## src/rtl/queens_pkg.sv

```systemverilog
// Shared constants and types for the queens solution collector.
// Optional row check is enabled with macro ONEHOT_CHECK_EN.
package queens_pkg;

    localparam int BOARD_N   = 8;
    localparam int IDX_W     = 3;
    localparam int SOL_CNT_W = 7;

    typedef enum logic {
        R_IDLE,
        R_DRAIN
    } rd_state_e;

endpackage

```

## src/rtl/solution_collector_board_bank.sv

```systemverilog
// One board of BOARD_N rows: synchronous write, combinational read,
// and a full flag.
module board_bank
    import queens_pkg::*;
#(
    parameter int N  = BOARD_N,
    parameter int IW = IDX_W
) (
    input  logic          clk,
    input  logic          rst_n,
    input  logic          ld_i,
    input  logic [IW-1:0] widx_i,
    input  logic [N-1:0]  wdata_i,
    input  logic [IW-1:0] ridx_i,
    output logic [N-1:0]  rdata_o,
    input  logic          set_i,
    input  logic          clr_i,
    output logic          full_o
);

    logic [N-1:0] mem_q [N];
    logic         full_q;

    always_ff @(posedge clk or negedge rst_n) begin
        if (!rst_n) begin
            for (int i = 0; i < N; i++) begin
                mem_q[i] <= '0;
            end
            full_q <= 1'b0;
        end else begin
            if (ld_i) begin
                mem_q[widx_i] <= wdata_i;
            end
            if (set_i) begin
                full_q <= 1'b1;
            end else if (clr_i) begin
                full_q <= 1'b0;
            end
        end
    end

    assign rdata_o = mem_q[ridx_i];
    assign full_o  = full_q;

endmodule

```

## src/rtl/solution_collector.sv

```systemverilog
// Ping-pong collector of N-queens boards from a solver to a row consumer.
// Define ONEHOT_CHECK_EN to flag accepted rows that are not one-hot.
module solution_collector #(
    parameter int BOARD_N = queens_pkg::BOARD_N
) (
    input  logic                            clk,
    input  logic                            reset,
    input  logic                            in_valid,
    input  logic [BOARD_N-1:0]              in_row,
    output logic                            in_ready,
    input  logic                            solver_done,
    output logic                            out_valid,
    input  logic                            out_ready,
    output logic [BOARD_N-1:0]              out_row,
    output logic [queens_pkg::IDX_W-1:0]    out_index,
    output logic                            out_last,
    output logic [queens_pkg::SOL_CNT_W-1:0] sol_count,
    output logic                            done,
    output logic                            err
);

    import queens_pkg::*;

    localparam logic [IDX_W-1:0] LAST = IDX_W'(BOARD_N - 1);

    logic [IDX_W-1:0]     wr_idx_q, wr_idx_d;
    logic [IDX_W-1:0]     rd_idx_q, rd_idx_d;
    logic                 wr_bank_q, wr_bank_d;
    logic                 rd_bank_q, rd_bank_d;
    rd_state_e            state_q, state_d;
    logic [SOL_CNT_W-1:0] cnt_q, cnt_d;
    logic                 err_q, err_d;
    logic                 seen_q, seen_d;
    logic                 done_q, done_d;

    logic [1:0]           full, ld, set, clr;
    logic [BOARD_N-1:0]   rdata [2];
    logic                 acc;
    logic                 rd_ok;

    for (genvar b = 0; b < 2; b++) begin : g_bank
        board_bank #(
            .N  (BOARD_N),
            .IW (IDX_W)
        ) u_bank (
            .clk     (clk),
            .rst_n   (reset),
            .ld_i    (ld[b]),
            .widx_i  (wr_idx_q),
            .wdata_i (in_row),
            .ridx_i  (rd_idx_q),
            .rdata_o (rdata[b]),
            .set_i   (set[b]),
            .clr_i   (clr[b]),
            .full_o  (full[b])
        );
    end

    always_comb begin
        wr_idx_d  = wr_idx_q;
        rd_idx_d  = rd_idx_q;
        wr_bank_d = wr_bank_q;
        rd_bank_d = rd_bank_q;
        state_d   = state_q;
        cnt_d     = cnt_q;
        err_d     = err_q;
        seen_d    = seen_q;
        ld        = '0;
        set       = '0;
        clr       = '0;

        in_ready  = !full[wr_bank_q] && !done_q;
        acc       = in_valid && in_ready;
        rd_ok     = full[rd_bank_q];

        if (acc) begin
            ld[wr_bank_q] = 1'b1;
        end

        // A finish pulse overrides any row arriving alongside it.
        if (solver_done) begin
            seen_d = 1'b1;
            if (wr_idx_q != '0) begin
                err_d    = 1'b1;
                wr_idx_d = '0;
            end
        end else if (acc) begin
            if (wr_idx_q == LAST) begin
                wr_idx_d       = '0;
                set[wr_bank_q] = 1'b1;
                wr_bank_d      = !wr_bank_q;
                if (cnt_q == {SOL_CNT_W{1'b1}}) begin
                    err_d = 1'b1;
                end else begin
                    cnt_d = cnt_q + 1'b1;
                end
            end else begin
                wr_idx_d = wr_idx_q + 1'b1;
            end
        end

`ifdef ONEHOT_CHECK_EN
        if (acc && ((in_row == '0) ||
                    ((in_row & (in_row - BOARD_N'(1))) != '0))) begin
            err_d = 1'b1;
        end
`endif

        unique case (state_q)
            R_IDLE:  if (rd_ok) state_d = R_DRAIN;
            R_DRAIN: state_d = R_DRAIN;
            default: state_d = R_IDLE;
        endcase

        if (rd_ok && out_ready) begin
            if (rd_idx_q == LAST) begin
                clr[rd_bank_q] = 1'b1;
                rd_bank_d      = !rd_bank_q;
                rd_idx_d       = '0;
                state_d        = R_IDLE;
            end else begin
                rd_idx_d = rd_idx_q + 1'b1;
            end
        end

        done_d = done_q ||
                 (seen_q && (full == 2'b00) && (state_q == R_IDLE));

        out_valid = rd_ok;
        out_row   = rd_ok ? rdata[rd_bank_q] : '0;
        out_index = rd_ok ? rd_idx_q : '0;
        out_last  = rd_ok && (rd_idx_q == LAST);
    end

    always_ff @(posedge clk or negedge reset) begin
        if (!reset) begin
            wr_idx_q  <= '0;
            rd_idx_q  <= '0;
            wr_bank_q <= 1'b0;
            rd_bank_q <= 1'b0;
            state_q   <= R_IDLE;
            cnt_q     <= '0;
            err_q     <= 1'b0;
            seen_q    <= 1'b0;
            done_q    <= 1'b0;
        end else begin
            wr_idx_q  <= wr_idx_d;
            rd_idx_q  <= rd_idx_d;
            wr_bank_q <= wr_bank_d;
            rd_bank_q <= rd_bank_d;
            state_q   <= state_d;
            cnt_q     <= cnt_d;
            err_q     <= err_d;
            seen_q    <= seen_d;
            done_q    <= done_d;
        end
    end

    assign sol_count = cnt_q;
    assign done      = done_q;
    assign err       = err_q;

endmodule

```

## config.mk

```make
export PLATFORM = sky130hd
export DESIGN_NAME = solution_collector
export DESIGN_NICKNAME = d
export VERILOG_FILES = /design/src/rtl/queens_pkg.sv /design/src/rtl/solution_collector_board_bank.sv /design/src/rtl/solution_collector.sv
export SDC_FILE = /design/constraint.sdc
export NUM_CORES = 1
export LEC_CHECK = 0
export ABC_AREA = 1
export CORE_MARGIN = 8
export CORE_UTILIZATION = 60
export CTS_CLUSTER_DIAMETER = 200
export DETAILED_ROUTE_END_ITERATION = 8
export PLACE_DENSITY = 0.8
export SETUP_SLACK_MARGIN = 0.15
export SLEW_MARGIN = 20
export SYNTH_ARGS = -nofsm -noshare
export SYNTH_HDL_FRONTEND = slang
export SYNTH_HIERARCHICAL = 1
export SYNTH_SLANG_ARGS = --single-unit
```

## constraint.sdc

```tcl
create_clock -name clk -period 3.4 [get_ports clk]
set_clock_uncertainty 0.1 [all_clocks]
set_input_delay 0.68 -clock clk [delete_from_list [all_inputs] [get_ports clk]]
set_output_delay 0.68 -clock clk [all_outputs]
set_load 0.01 [all_outputs]
```

* After elaboration in Yosys (flattened, before gate mapping) *
Cells that the tools add are included.

word-level totals
  logic and storage cells = 121
  input port bits = 13
  output and inout bits = 23
  register bits after elaboration = 149

cells by class
  order comparisons = 8
  add/subtract/negate cells = 3
  mux-type cells = 47
  equal/unequal tests = 4
  reduce and logical (&&, ||, !) cells = 26
  bitwise gates (word level) = 6

operators by type and width
  operator                                                               count
  64-bit bitwise mux                                                     2
  8-bit 2-to-1 mux                                                       9
  8-bit binary-select mux with 3-bit select                              2
  8-bit demux with 3-bit select                                          1
  1-bit 2-to-1 mux                                                       18
  3-bit 2-to-1 mux                                                       6
  2-bit 2-to-1 mux                                                       6
  2-bit nonzero test                                                     5
  1-bit logical AND                                                      9
  4-bit greater-or-equal comparator (second input constant)              2
  3-bit NOT with 4-bit output                                            2
  4-bit AND reduction                                                    2
  7-bit by 1-bit adder with 7-bit output (second input constant)         1
  7-bit equality test (second input constant)                            1
  3-bit by 1-bit adder with 3-bit output (second input constant)         2
  3-bit equality test (second input constant)                            2
  1-bit logical NOT                                                      4
  1-bit by 2-bit < comparator with 1-bit output (second input constant)  2
  4-bit by 1-bit < comparator with 1-bit output (second input constant)  1
  2-bit AND reduction                                                    2
  1-bit NOT                                                              3
  3-bit AND reduction                                                    1
  3-bit nonzero test                                                     1
  1-bit demux with 1-bit select                                          2
  7 further kinds                                                        8

* Logic depth before layout (Yosys ltp) *
Gate-level depths: netlist (run 1).

  word-level depth = 8
  depth in mapped cells = 12
  gate-level depth less buffers = 10

* Modules after synthesis *
The synthesis (run 1) kept the hierarchy.

by module, submodules not included
  module              instances  area an instance (um^2)  cells an instance  seq. area each (um^2)
  board_bank          2          3,225.6                  442                1,626.6
  solution_collector  1          1,270.0                  177                475.5

* Worst setup path before layout (run 1) *
OpenSTA, ideal clock, no wires.

  kind = reg2out
  from = register rd_idx_q[1]
  to = output port out_row[1]
  path buffers = 2
  required time = 2,620 ps
  stages on the path, launching flop included = 12
  arrival = 1,340 ps
  path slack = 1,280 ps
  cells stage by stage = dfrtp_1 -> buf_2 -> inv_1 -> buf_2 -> nand3_1 -> nand2_1 -> nand2_1 -> nand2_1 -> nand2_1 -> nand2_1 -> nand2_1 -> inv_1

RTL lines
  item                    RTL line                   text
  from (decl)             solution_collector.sv:27   logic [IDX_W-1:0] rd_idx_q, rd_idx_d;
  from (signal assigned)  solution_collector.sv:148  rd_idx_q <= rd_idx_d;
  to (decl)               solution_collector.sv:14   output logic [BOARD_N-1:0] out_row,

==> impl_metrics.toml, run 1 <==
[outcome]
status = "completed"

[clocking]
ctsHoldBuffers = 0
clk_latency_ns = 0.43
cts_buffers = 17
h-tree-depth = 4
cts_sinks = 149
cts_root_buf = "clkbuf_16"
path_clk_slew_ns = 0.07
cts_tree = "yes"
clock_path_buffers = 2

[synth]
yosys_warnings = 6
ys.flop_type = "dfrtp_1"
synth_top_family_by_area = "simple AND/OR/NAND/NOR gates"
synth-seq-cells = 149
synth.cell_area_um2 = 7720
synth-simple-area-share_pct = 28.6
syn_inst = 1061
synthMuxAreaShare_pct = 0
synth_edf_count = 0
synth_xor_area_share_pct = 0.454
synth-seq-area-share_pct = 48.3
synthAdderAreaFrac_pct = 1.13
syn_avg_cell_area_um2 = 7.28
synth_nets = 1081
synth-compound-area-share_pct = 9.16
async_reset_ff_share_pct = 100
yosysUniqueCellTypes = 31

[detailed_routing]
wirelength_um = 19100
drt-pass1-iter-count = 5
drt_iter0_markers = 817
vias_per_cell = 5.26
num_vias = 6720
drtAntennaViolNets = 0
wl_per_cell_um = 14.9
drc = 0

[sta]
max_freq_mhz = 316
finalCriticalPeriod_ns = 3.16
hold_viol = 0
tightestPinTransition_ns = 0.658
setup_viol = 0
rsz0062_at_grt = "yes"
period_share_pct = 93.0
slew_viol_final = 0
final.setup.tns_ns = 0
slew_headroom_pct = 56.0

[setup_path]
crit_buf_inv = 3
crit_arrival_ns = 2.38
max_stage_delay_ns = 0.53
slowest_stage = "clkdlybuf4s50_1"
rr_endpoint = "g_bank[0].u_bank/mem_q[14]"
reg2reg_from = "wr_bank_q"
r2r_slack_ns = 1.17
end_kind = "output port"
cp_top_family = "buffers and inverters"
required_ns = 2.62
cp_common_cell = "nand2_1"
cp_max_fo = 33
critical_path.startpoint = "rd_idx_q[0]"
reg2reg_depth = 7
critPathKind = "flip-flop to output port"
crit_chain = "buf_6, nand2_1, nand3_1, nand2_1, nand2_1, nand2_1, nand2_1, nand2_1, nand2_1, inv_1, clkdlybuf4s50_1"
startpoint_type = "flip-flop"

[placed_design]
portBuffers = 35
dp_cells = 1242
hpwl_um = 12800
gp_congestion = 0.904

[pwr]
ir_drop_mv = 0.488
cellLeakagePower_nw = 4.69
powerDensity_nw_per_um2 = 813

[global_routing]
grt_overflow = 0
grt_max_degree = 71
grt_pass1_vias = 6379
grt_usage_pct = 24.7
antenna_found_initial = 0
grt_pass1_wl_um = 32200

[floorplanning]
ios = 36
core-area_um2 = 12600
fp.dieH_um = 129
num_rows = 41
die_x_um = 129
dieArea_um2 = 16800
initial_core_util_pct = 61.2

[cells_and_area]
drive_above_1_share_pct = 6.33
antennaDiodeCount = 0
nets = 1112
syn_to_final_growth_pct = 14.6
final_cells = 1277

[worst_hold_path]
min_path_type = "input port to asynchronous set/reset pin"

[run]
maxCapViolCount = 0
-- cells in the mapped netlist, types with 2 or more instances --
cell type,number,area share [%]
buf_6,8,1.2
buf_2,18,1.2
xor2_1,2,0.23
clkbuf_1,8,0.39
nand3_1,79,5.1
o21ai_0,134,8.7
nor2_1,19,0.92
nor2_4,3,0.44
xnor2_1,2,0.23
ha_1,7,1.1
nor3_4,2,0.42
nand2_1,416,20
inv_1,189,9.2
buf_1,4,0.19
buf_4,2,0.19
dfrtp_1,149,48
o21bai_1,2,0.19
nor2_2,4,0.32
-- worst register-to-register path, stage by stage (launching register included) --
cell	delay, ns
dfrtp_1	0.43
nand2_1	0.19
nand4_4	0.18
nor2_1	0.24
inv_1	0.08
nor2_2	0.15
nand3_1	0.42
o21ai_0	0.35
-- cell type report --
cell class / count / area (um^2)
fill: 1074 / 3770
sequential: 149 / 3730
multi-input combinational: 681 / 3050
inverter: 191 / 721
timing repair buffer: 52 / 532
clock buffer: 19 / 433
tap: 172 / 215
clock inverter: 13 / 173
-- cells by family (layout without fill, tap and decap cells) --
| family | count (synthesis) | in the layout |
|---|---|---|
| and+or+nand+nor | 531 | 531 |
| buffers and inverters | 231 | 275 |
| xor gates and xnor gates | 4 | 4 |
| DFF | 149 | 149 |
| AOI/OAI and AO/OA | 139 | 139 |
| adders and majority gates | 7 | 7 |
-- registers in the layout (all words and copies together) (netlist names) --
| register | flops |
|---|---|
| wr_idx_q | 3 |
| g_bank.u_bank/full_o | 2 |
| seen_q | 1 |
| g_bank.u_bank/mem_q | 128 |
| rd_idx_q | 3 |
| done | 1 |
| err | 1 |
| rd_bank_q | 1 |
| sol_count | 7 |
| wr_bank_q | 1 |
| state_q | 1 |
-- metrics by stage --
stage | utilization [%] | setup WS (ns) | hold slack [ns] | power, mW | instance area, um^2
after floorplan | - | 1.28 | 0.284 | 4.23 | 7720
after global placement | 64.7 | 0.542 | 0.361 | 5.10 | 8170
after detailed placement | 64.7 | 0.541 | 0.369 | 5.12 | 8170
after CTS | 69.8 | 0.150 | 0.170 | 7.15 | 8800
after global routing | 70.1 | 0.0742 | 0.198 | 7.70 | 8850
final | 70.1 | 0.237 | 0.163 | 7.19 | 8850
-- worst max path at each step --
stage                                      end  depth (start not counted)
global placement                    out_row[0]                         10
CTS                                 out_row[0]                         11
finish                              out_row[3]                         11
global route                        out_row[3]                         11
detailed placement  g_bank[0].u_bank/mem_q[14]                          7
floorplan                           out_row[1]                         11
-- placed cells by master (no fill, tap or decap), types with 2 or more instances in the layout --
cell type / n
nor2_1: 19
inv_1: 187
dlymetal6s2s_1: 7
nand2_2: 2
inv_2: 2
clkbuf_16: 17
clkbuf_1: 2
inv_6: 4
clkinvlp_4: 2
xnor2_1: 2
nor2_4: 3
clkinv_4: 4
xor2_1: 2
bufinv_16: 3
buf_4: 11
dfrtp_1: 147
ha_1: 7
nand3_1: 79
nor2_2: 4
clkdlybuf4s50_1: 27
dfrtp_2: 2
nand2_1: 415
o21bai_1: 2
o21ai_0: 134
nor3_4: 2
buf_6: 5
-- repair_timing --
action,in CTS,in global routing
resized for setup,4,14
gates cloned,0,0
buffers inserted,3,0
endpoints found under the hold margin,0,0
setup endpoints to repair,8,9
-- power by group --
part | switching (mW) | internal, mW | leakage (nW)
sequential | 0.281 | 2.14 | 1.92
combinational | 1.82 | 1.01 | 2.47
clock | 0.772 | 1.17 | 0.293
total | 2.88 | 4.31 | 4.69
-- metal layers --
layer | global-route usage, % | routed length [um] | vias to the layer above
met5 | 0 | 0 | -
met2 | 36.8 | 8510 | 227
li1 | - | - | 3282
met3 | 7.15 | 1360 | 46
met1 | 33.2 | 8730 | 3165
met4 | 10.1 | 484 | 0
Note: power is estimated with default switching activity, not from simulation.
==> run 2: changes to the inputs <==
Settings changed: CORE_MARGIN 8 to default, SLEW_MARGIN 20 to default.
==> impl_metrics.toml, run 2 (synthesis results as in run 1) <==
[setup_path]
reg2reg_depth = 7
reg2reg_from = "wr_bank_q"
startpoint_type = "flip-flop"
critPathKind = "flip-flop to output port"
r2r_slack_ns = 1.14
rr_endpoint = "g_bank[0].u_bank/mem_q[12]"
crit_arrival_ns = 2.44
required_ns = 2.62
end_kind = "output port"
cp_max_fo = 15

[clocking]
cts_tree = "yes"
clk_latency_ns = 0.42
cts_buffers = 17
h-tree-depth = 4
cts_root_buf = "clkbuf_16"
cts_sinks = 149
path_clk_slew_ns = 0.06
clock_path_buffers = 2

[global_routing]
antenna_found_initial = 0
grt_usage_pct = 30.1
grt_pass1_wl_um = 30500
grt_pass1_vias = 6131
grt_max_degree = 67
grt_overflow = 0

[worst_hold_path]
min_path_type = "input port to asynchronous set/reset pin"

[sta]
max_freq_mhz = 311
period_share_pct = 94.6
slew_headroom_pct = 56.8
hold_viol = 0
rsz0062_at_grt = "yes"
tightestPinTransition_ns = 0.648
finalCriticalPeriod_ns = 3.22
setup_viol = 0
slew_viol_final = 0
final.setup.tns_ns = 0

[cells_and_area]
multi_input_area_um2 = 3040
antennaDiodeCount = 0
utilization_pct = 70.4
nets = 1113
ff_latch_area_um2 = 3730
top_register = "g_bank.u_bank/mem_q"
fillerInstances = 1008
drive_above_1_share_pct = 6.33
largest_reg_flops = 128
syn_to_final_growth_pct = 14.7
final_common_cell = "nand2_1"
layout_common_cells = "nand2_1, inv_1, dfrtp_1"

[detailed_routing]
drc = 0
drt_iter0_markers = 763
wl_per_cell_um = 14.3
wirelength_um = 18300
drt-pass1-iter-count = 5
num_vias = 6702
drtAntennaViolNets = 0
vias_per_cell = 5.24

[run]
maxCapViolCount = 0

[placed_design]
portBuffers = 35
hpwl_um = 12200
gp_congestion = 0.842

[pwr]
cellLeakagePower_nw = 4.65
ir_drop_mv = 0.381
powerDensity_nw_per_um2 = 805

[floorplanning]
fp.dieH_um = 115
num_rows = 41
core-area_um2 = 12600
die_x_um = 115
initial_core_util_pct = 61.4
ios = 36
dieArea_um2 = 13300

[outcome]
status = "completed"
[run 2: what timing repair did]
action,4_1_cts,5_1_grt
hold buffers,0,0
buffers inserted,3,1
endpoints found under the hold margin,0,0
resized for setup,2,11
setup endpoints to repair,7,8
[run 2: area by class of cell]
class	instances	share of cell area, %
inverters	191	8.18
clock inverters	9	1.13
repair buffers	53	6.30
clock buffers	23	5.51
well taps	172	2.43
multi-input cells	681	34.3
flip-flops and latches	149	42.1
[run 2: layer usage]
layer,share of wire (%),global-route usage [%]
met5,0,0
met4,1.6,10.6
met3,7.3,5.23
met2,45,45.8
met1,46,43.6
[run 2: where the power goes]
group	switching [mW]	total (mW)	internal, mW	leakage [nW]
Combinational	1.80	2.86	1.06	2.44
Clock	0.706	1.86	1.15	0.289
Sequential	0.272	2.41	2.14	1.92
Total	2.78	7.13	4.35	4.65
[run 2: worst max-delay path by stage]
stage                            from    endpoint  depth (start not counted)
after global routing      rd_idx_q[0]  out_row[5]                         12
after global placement    rd_idx_q[0]  out_row[3]                         12
after floorplan           rd_idx_q[1]  out_row[1]                         11
after CTS                 rd_idx_q[0]  out_row[3]                         11
after detailed placement  rd_idx_q[1]  out_row[3]                         10
final                     rd_idx_q[0]  out_row[5]                         12
[run 2: critical path, cell delays in order (launching register included)]
cell and delay (ns):
dfrtp_2 0.46, inv_1 0.09, buf_4 0.20, nand2_1 0.07, nand3_1 0.09, nand2_1 0.08, nand2_1 0.05, nand2_1 0.10
nand2_1 0.07, nand2_1 0.11, nand2_1 0.07, inv_1 0.09, clkdlybuf4s50_1 0.54
[run 2: metrics by stage]
stage               power [mW]  hold slack [ns]  std cells  area (um^2)  setup WS (ns)
detailed placement        5.12            0.362       1242         8170          0.512
floorplan                 4.23            0.284       1061         7720           1.28
global route              7.67            0.194       1278         8850         0.0475
finish                    7.13            0.147       1278         8850          0.182
global placement          5.05            0.362       1242         8170          0.520
CTS                       7.06            0.176       1277         8800          0.156
==> run 3: changes to the inputs <==
Settings changed: GPL_TIMING_DRIVEN from default to 1, PLACE_DENSITY 0.8 to 0.85.
==> impl_metrics.toml, run 3 (synthesis results as in run 1) <==
[cells_and_area]
largest_reg_flops = 128
top_register = "g_bank.u_bank/mem_q"
nets = 1109
drive_above_1_share_pct = 6.35
syn_to_final_growth_pct = 14.9
antennaDiodeCount = 0
final_common_cell = "nand2_1"
layout_common_cells = "nand2_1, inv_1, dfrtp_1"

[clocking]
cts_sinks = 149
clock_path_buffers = 2
cts_buffers = 17
cts_tree = "yes"
path_clk_slew_ns = 0.06
cts_root_buf = "clkbuf_16"
h-tree-depth = 4
clk_latency_ns = 0.42

[floorplanning]
num_rows = 41
fp.dieH_um = 115
initial_core_util_pct = 61.4
core-area_um2 = 12600
dieArea_um2 = 13300
ios = 36
die_x_um = 115

[worst_hold_path]
min_path_type = "input port to asynchronous set/reset pin"

[pwr]
cellLeakagePower_nw = 4.62
powerDensity_nw_per_um2 = 817
ir_drop_mv = 0.427
power.total_mw = 7.25

[placed_design]
gp_congestion = 0.869
portBuffers = 35
hpwl_um = 12000

[outcome]
status = "completed"

[sta]
period_share_pct = 92.7
rsz0062_at_grt = "no"
whs_ns = 0.181
setup_viol = 0
max_freq_mhz = 317
slew_headroom_pct = 53.1
final.setup.tns_ns = 0
hold_viol = 0
finalCriticalPeriod_ns = 3.15
slew_viol_final = 0
tightestPinTransition_ns = 0.703

[global_routing]
antenna_found_initial = 0
grt_pass1_wl_um = 32000
grt_usage_pct = 31.7
grt_pass1_vias = 6660
grt_overflow = 0
grt_max_degree = 75

[detailed_routing]
vias_per_cell = 5.44
drtAntennaViolNets = 0
num_vias = 6935
drt_iter0_markers = 961
drc = 0
wirelength_um = 19500
wl_per_cell_um = 15.3
drt-pass1-iter-count = 6

[setup_path]
required_ns = 2.62
startpoint_type = "flip-flop"
critical_path.startpoint = "rd_idx_q[0]"
critPathKind = "flip-flop to output port"
crit_arrival_ns = 2.37
cp_max_fo = 33
r2r_slack_ns = 1.11
reg2reg_from = "wr_bank_q"
end_kind = "output port"

[run]
maxCapViolCount = 0
## run 3: stage by stage
step	cells	util [%]	area (um^2)	setup slack (ns)
final	1274	70.6	8870	0.248
after global routing	1274	70.6	8870	0.174
after CTS	1272	70.2	8830	0.0771
after detailed placement	1235	64.7	8130	0.356
after global placement	1235	64.7	8130	0.380
after floorplan	1061	-	7720	1.28
## run 3: path summary, 6_finish.rpt
check | end | cells past startpoint
min reg2reg | done | 1
max | out_last | 7
min | sol_count[5] | 1
max reg2reg | g_bank[0].u_bank/mem_q[14] | 8
min in group clk | done | 1
max in group asynchronous | g_bank[1].u_bank/mem_q[28] | 2
## run 3: final cells by class
type | count | area (um^2)
Clock inverter | 14 | 150
Sequential cell | 149 | 3730
Tap cell | 172 | 215
Fill cell | 1020 | 3700
Timing Repair inverter | 1 | 7.51
Timing Repair Buffer | 48 | 552
Multi-Input combinational cell | 681 | 3050
Inverter | 191 | 728
Clock buffer | 18 | 439
## run 3: where the power goes
part | total (mW) | switching [mW] | leakage, nW | internal (mW)
clock network | 1.87 | 0.765 | 0.289 | 1.11
logic | 2.95 | 1.88 | 2.41 | 1.07
registers | 2.43 | 0.286 | 1.92 | 2.14
## run 3: routing by layer
layer	track usage (%)	part of all wire (%)	vias up
met5	0	0	-
met4	13.8	2.6	0
met3	7.95	8.5	61
met2	50.5	47	354
met1	41.3	42	3240
li1	-	-	3280
## run 3: worst max-delay path, cell delays in order (launching register included)
cell             delay, ns
dfrtp_2               0.39
buf_4                 0.17
bufbuf_16             0.35
ha_1                  0.17
ha_1                  0.13
inv_1                 0.06
nor2_1                0.12
clkdlybuf4s50_1       0.56
## run 3: timing repair
| action | 4_1_cts | 5_1_grt |
|---|---|---|
| setup endpoints to repair | 8 | 7 |
| resized for setup | 14 | 4 |
| hold buffers | 0 | 0 |
| setup buffers | 2 | 2 |
| pin swaps | 0 | 0 |
| gates cloned | 3 | 0 |
